[src/rtl/busx_arbiter.sv]
// Round-robin arbiter sharing one BusX near port among NUM_PORTS requesters.
// Define BUSX_ARBITER_TIMEOUT_EN to abort transactions the far side never answers.
module busx_arbiter #(
   parameter int unsigned NUM_PORTS = 4,
   parameter int unsigned TIMEOUT   = 1024
) (
   input  logic                         i_clock,
   input  logic                         i_reset,
   input  logic [NUM_PORTS-1:0]         i_request,
   input  logic [NUM_PORTS-1:0]         i_rw,
   input  logic [NUM_PORTS*32-1:0]      i_address,
   input  logic [NUM_PORTS*32-1:0]      i_wdata,
   output logic [31:0]                  o_rdata,
   output logic [NUM_PORTS-1:0]         o_ready,
   output logic                         o_bus_request,
   output logic                         o_bus_rw,
   output logic [31:0]                  o_bus_address,
   output logic [31:0]                  o_bus_wdata,
   input  logic [31:0]                  i_bus_rdata,
   input  logic                         i_bus_ready,
   output logic [$clog2(NUM_PORTS)-1:0] o_grant,
   output logic                         o_busy,
   output logic                         o_timeout
);

   localparam int unsigned GrantW = $clog2(NUM_PORTS);
   localparam logic [NUM_PORTS-1:0] ReadyBase = {{(NUM_PORTS-1){1'b0}}, 1'b1};

   if (NUM_PORTS < 2 || NUM_PORTS > 8 || TIMEOUT < 2) begin : g_bad_params
      $error("busx_arbiter: NUM_PORTS must be 2..8 and TIMEOUT at least 2");
   end

   typedef enum logic [1:0] {
      StIdle,
      StIssue,
      StRelease
   } state_e;

   state_e                 state_q, state_d;
   logic [GrantW-1:0]      last_q, last_d;
   logic [GrantW-1:0]      grant_q, grant_d;
   logic                   bus_request_q, bus_request_d;
   logic                   bus_rw_q, bus_rw_d;
   logic [31:0]            bus_address_q, bus_address_d;
   logic [31:0]            bus_wdata_q, bus_wdata_d;
   logic [31:0]            rdata_q, rdata_d;
   logic [NUM_PORTS-1:0]   ready_q, ready_d;
   logic                   timeout_q, timeout_d;

   logic                   pick_found;
   logic [GrantW-1:0]      pick;
   logic [GrantW+4:0]      pick_base;

`ifdef BUSX_ARBITER_TIMEOUT_EN
   localparam int unsigned CntW = $clog2(TIMEOUT);
   localparam logic [CntW-1:0] CntLast = CntW'(TIMEOUT - 1);

   logic [CntW-1:0]        cnt_q, cnt_d;
`endif

   // Search upward from last+1 so the most recent winner is considered last.
   always_comb begin : p_pick
      logic [GrantW-1:0] cand;
      cand       = '0;
      pick_found = 1'b0;
      pick       = '0;
      for (int unsigned i = 1; i <= NUM_PORTS; i++) begin
         cand = GrantW'((32'(last_q) + i) % NUM_PORTS);
         if (!pick_found && i_request[cand]) begin
            pick_found = 1'b1;
            pick       = cand;
         end
      end
   end

   assign pick_base = {pick, 5'b00000};

   always_comb begin
      state_d       = state_q;
      last_d        = last_q;
      grant_d       = grant_q;
      bus_request_d = bus_request_q;
      bus_rw_d      = bus_rw_q;
      bus_address_d = bus_address_q;
      bus_wdata_d   = bus_wdata_q;
      rdata_d       = rdata_q;
      ready_d       = '0;
      timeout_d     = timeout_q;
`ifdef BUSX_ARBITER_TIMEOUT_EN
      cnt_d         = cnt_q;
`endif

      unique case (state_q)
         StIdle: begin
            if (pick_found) begin
               grant_d       = pick;
               last_d        = pick;
               bus_rw_d      = i_rw[pick];
               bus_address_d = i_address[pick_base +: 32];
               bus_wdata_d   = i_wdata[pick_base +: 32];
               bus_request_d = 1'b1;
               state_d       = StIssue;
`ifdef BUSX_ARBITER_TIMEOUT_EN
               cnt_d         = '0;
`endif
            end
         end

         StIssue: begin
`ifdef BUSX_ARBITER_TIMEOUT_EN
            cnt_d = cnt_q + 1'b1;
`endif
            if (i_bus_ready) begin
               rdata_d       = i_bus_rdata;
               ready_d       = ReadyBase << grant_q;
               bus_request_d = 1'b0;
               state_d       = StRelease;
            end
`ifdef BUSX_ARBITER_TIMEOUT_EN
            else if (cnt_q == CntLast) begin
               // Abort looks like a normal completion to the requester.
               rdata_d       = 32'hDEAD_BEEF;
               ready_d       = ReadyBase << grant_q;
               bus_request_d = 1'b0;
               timeout_d     = 1'b1;
               state_d       = StRelease;
            end
`endif
         end

         StRelease: begin
            state_d = StIdle;
         end

         default: begin
            state_d = StIdle;
         end
      endcase
   end

   always_ff @(posedge i_clock or negedge i_reset) begin
      if (!i_reset) begin
         state_q       <= StIdle;
         last_q        <= GrantW'(NUM_PORTS - 1);
         grant_q       <= '0;
         bus_request_q <= 1'b0;
         bus_rw_q      <= 1'b0;
         bus_address_q <= '0;
         bus_wdata_q   <= '0;
         rdata_q       <= '0;
         ready_q       <= '0;
         timeout_q     <= 1'b0;
      end else begin
         state_q       <= state_d;
         last_q        <= last_d;
         grant_q       <= grant_d;
         bus_request_q <= bus_request_d;
         bus_rw_q      <= bus_rw_d;
         bus_address_q <= bus_address_d;
         bus_wdata_q   <= bus_wdata_d;
         rdata_q       <= rdata_d;
         ready_q       <= ready_d;
         timeout_q     <= timeout_d;
      end
   end

`ifdef BUSX_ARBITER_TIMEOUT_EN
   always_ff @(posedge i_clock or negedge i_reset) begin
      if (!i_reset) begin
         cnt_q <= '0;
      end else begin
         cnt_q <= cnt_d;
      end
   end

   assign o_timeout = timeout_q;
`else
   assign o_timeout = 1'b0;
`endif

   assign o_rdata       = rdata_q;
   assign o_ready       = ready_q;
   assign o_bus_request = bus_request_q;
   assign o_bus_rw      = bus_rw_q;
   assign o_bus_address = bus_address_q;
   assign o_bus_wdata   = bus_wdata_q;
   assign o_grant       = grant_q;
   assign o_busy        = (state_q != StIdle);

endmodule
[config.mk]
export PLATFORM = sky130hd
export DESIGN_NAME = busx_arbiter
export DESIGN_NICKNAME = d
export VERILOG_FILES = /design/src/rtl/busx_arbiter.sv
export SDC_FILE = /design/constraint.sdc
export NUM_CORES = 1
export LEC_CHECK = 0
export BUFFER_PORTS_ARGS = -buffer_cell sky130_fd_sc_hd__buf_2
export CORE_AREA = 10 10 151 153
export CTS_BUF_LIST = sky130_fd_sc_hd__clkbuf_8
export CTS_CLUSTER_DIAMETER = 30
export DETAILED_ROUTE_END_ITERATION = 10
export DIE_AREA = 0 0 161 163
export PLACE_DENSITY = 0.65
export SYNTH_ARGS = -nofsm -noshare
export SYNTH_HDL_FRONTEND = slang
export SYNTH_SLANG_ARGS = --single-unit
[constraint.sdc]
create_clock -name i_clock -period 4.4 [get_ports i_clock]
set_input_delay 0.22 -clock i_clock [delete_from_list [all_inputs] [get_ports i_clock]]
set_output_delay 0.22 -clock i_clock [all_outputs]
set_load 0.02 [all_outputs]
==> results_dict.tcl <==
set metrics [dict create \
    n_fill_cell 1944 \
    seq_area_um2 2705 \
    drive_above_1_share_pct 54.99 \
    clk_pin_slew_ns 0.12 \
    status "completed" \
    end_kind "flop" \
    grt_max_degree 131 \
    post-dp-hpwl_um 18880 \
    cts_resized 0 \
    slew_headroom_pct 34.77 \
    ant_nets 0 \
    fmaxAchievable_ghz 0.3633 \
    n_antenna_cell 0 \
    gp_congestion 0.8649 \
    ys.flop_type "dfrtp_1" \
    grt-ovfl-total 0 \
    leakage_uw 0.004608 \
    r2r_cells 7 \
    synthArstFlopShare_pct 100.0 \
    fin_crit_ns 2.752 \
    use_met3_pct 5.890 \
    arrival_ns 3.02 \
    syn_area_um2 6686 \
    io_pins 405 \
    hold_viol 0 \
    rsz0062_at_grt "false" \
    hold_class "in2reg" \
    drc 0 \
    p_total_uw 5291 \
    drtPass1Iterations 4 \
    syn_to_final_growth_pct 36.34 \
    ctsLongestPathBuffers 2 \
    synth_seq_cells 108 \
    htree_levels 3 \
    worstMarginPinSlew_ns 0.9749 \
    avgRoutedWirePerCell_um 19.91 \
    setup_viol_count_final 0 \
    cts_tree "done" \
    die_h_um 163 \
    clk_latency_ns 0.38 \
    placementRows 52 \
    start_util_pct 33.58 \
    clockRootBuffer "clkbuf_8" \
    routed_wl_um 25540 \
    busiest_layer "met2" \
    yosys_warnings 0 \
    fp.coreArea_um2 19910 \
    synth_top_area_cell "dfrtp_1" \
    post_cts_buffers 0 \
    yosys-top-cells-area "dfrtp_1 40%, mux2_2 11%, mux2i_1 9.9%" \
    synth_top_area_share_pct 39.67 \
    avgSynthCellArea_um2 10.60 \
    grt_use_met2_pct 31.41 \
    antenna_found_initial 0 \
    seq_area_frac_synth_pct 40.46 \
    powerDensity_nw_per_um2 580.4 \
    slew_viol_final 0 \
    grt_pass1_wl_um 38630 \
    skew_ns 0.01459 \
    vias_per_cell 5.001 \
    max_cap_viol_count 0 \
    grt_usage_pct 18.28 \
    worstSetupStartpointType "flop" \
    gr-usage-met1_pct 21.60 \
    vias 6416 \
    cts_buffers 9 \
    path_class "reg2reg" \
    tns_ns 0 \
    min_path_cells 3 \
    grt_pass1_vias 6749 \
    die_x_um 161 \
    synthCells 631 \
    crit_fanout 60 \
    multiInputGateArea_um2 3552 \
    irDropWorstVdd_v 0.0003216 \
    die-area_um2 26240 \
    period_share_pct 62.55 \
    drt_iter0_drc 440 \
    cts.sinks 108 \
    nets 1307 \
    syn_nets 930 \
    cts-hold-fix-buffers 18 \
    yosysUniqueCellTypes 35 \
    worst_ep_required_time_ns 4.67 \
    synth_edf_count 0 \
    portBuffers 403 \
]
-- cell type report --
class	instances	share of cell area, %
Sequential cell	108	29.67
Timing Repair Buffer	431	25.23
Clock buffer	9	1.359
Tap cell	270	3.706
Inverter	4	0.1647
Clock inverter	7	0.9058
Multi-Input combinational cell	454	38.97
-- per-layer routing --
layer  up-vias  wire (um)  share of wire (%)
met5         -          0                  0
met4         0        396                1.6
met3        19       2095                8.2
met2       272      12850                 50
met1      3052      10200                 40
li1       3073          -                  -
-- layout by cell type (no fill, tap or decap), types with 2 or more instances in the layout --
cell / n
buf_12: 2
nor2b_1: 2
mux2i_1: 66
clkbuf_8: 9
dfstp_2: 2
buf_2: 402
nand2_1: 100
nor2_1: 5
inv_1: 4
a21o_1: 2
dlygate4sd3_1: 18
dfrtp_1: 106
nand3_1: 74
inv_8: 2
mux2_2: 64
buf_4: 9
a21oi_1: 3
nand3_2: 56
a221o_1: 65
clkinv_4: 2
-- where the power goes --
| group | internal, uW | leakage [uW] | switching [uW] |
|---|---|---|---|
| clock | 274 | 0.000109 | 389 |
| combinational | 1170 | 0.00317 | 1780 |
| sequential | 1420 | 0.00133 | 257 |
-- synth_stat cells (2+ instances only) --
master and instances:
a21o_1 2, dfrtp_1 106, inv_1 3, buf_12 6, buf_6 9, mux2i_1 66
nand3_1 74, dfstp_2 2, nor2_1 6, a221o_1 65, clkbuf_1 32, buf_2 12
a21oi_1 3, nor2b_1 2, mux2_2 64, buf_4 5, nand3_2 56, nand2_1 101
-- critical path, stage by stage, from the launching register on --
cell,delay [ns]
dfstp_2,0.61
mux2i_1,0.20
o22ai_1,0.13
a21oi_4,0.16
buf_4,0.67
buf_4,0.39
mux2i_1,0.11
a221o_1,0.27
-- cell families after synthesis --
kind of cell	synth area share (%)
flops	40.46
simple gates	21.01
other cells	0.05608
mux	20.83
buf+inv	6.849
compound gates	10.80
-- registers in the layout (all words and copies together), names as in the netlist --
name,cells
o_bus_address,32
o_bus_wdata,32
o_rdata,32
o_ready,4
last_q,2
o_grant,2
state_q,2
o_bus_request,1
o_bus_rw,1
-- final timing paths --
check / start / endpoint / slack, ns
max: last_q[1]$_DFFE_PN1P_ / o_bus_address[6]$_DFFE_PN0P_ / 1.65
min: i_bus_rdata[19] / o_rdata[19]$_DFFE_PN0P_ / 0.03
max reg2reg: last_q[1]$_DFFE_PN1P_ / o_bus_address[6]$_DFFE_PN0P_ / 1.65
min reg2reg: state_q[1]$_DFFE_PN0P_ / state_q[0]$_DFFE_PN0P_ / 0.45
max in group asynchronous: i_reset / o_bus_address[22]$_DFFE_PN0P_ / 2.78
min in group asynchronous: i_reset / o_bus_wdata[27]$_DFFE_PN0P_ / 0.44
-- through the flow --
step                cell area, um2  setup WS [ns]  hold slack [ns]  instances  utilization (%)
floorplan                     6686          2.203         -0.07559        631                -
global placement              8730          1.741           0.3377       1249            43.85
detailed placement            8730          1.715           0.3428       1249            43.85
CTS                           9116          1.666        0.0003666       1283            45.79
global route                  9116          1.529          0.01414       1283            45.79
finish                        9116          1.648          0.03128       1283            45.79
Power figures use the tool's default switching activity.
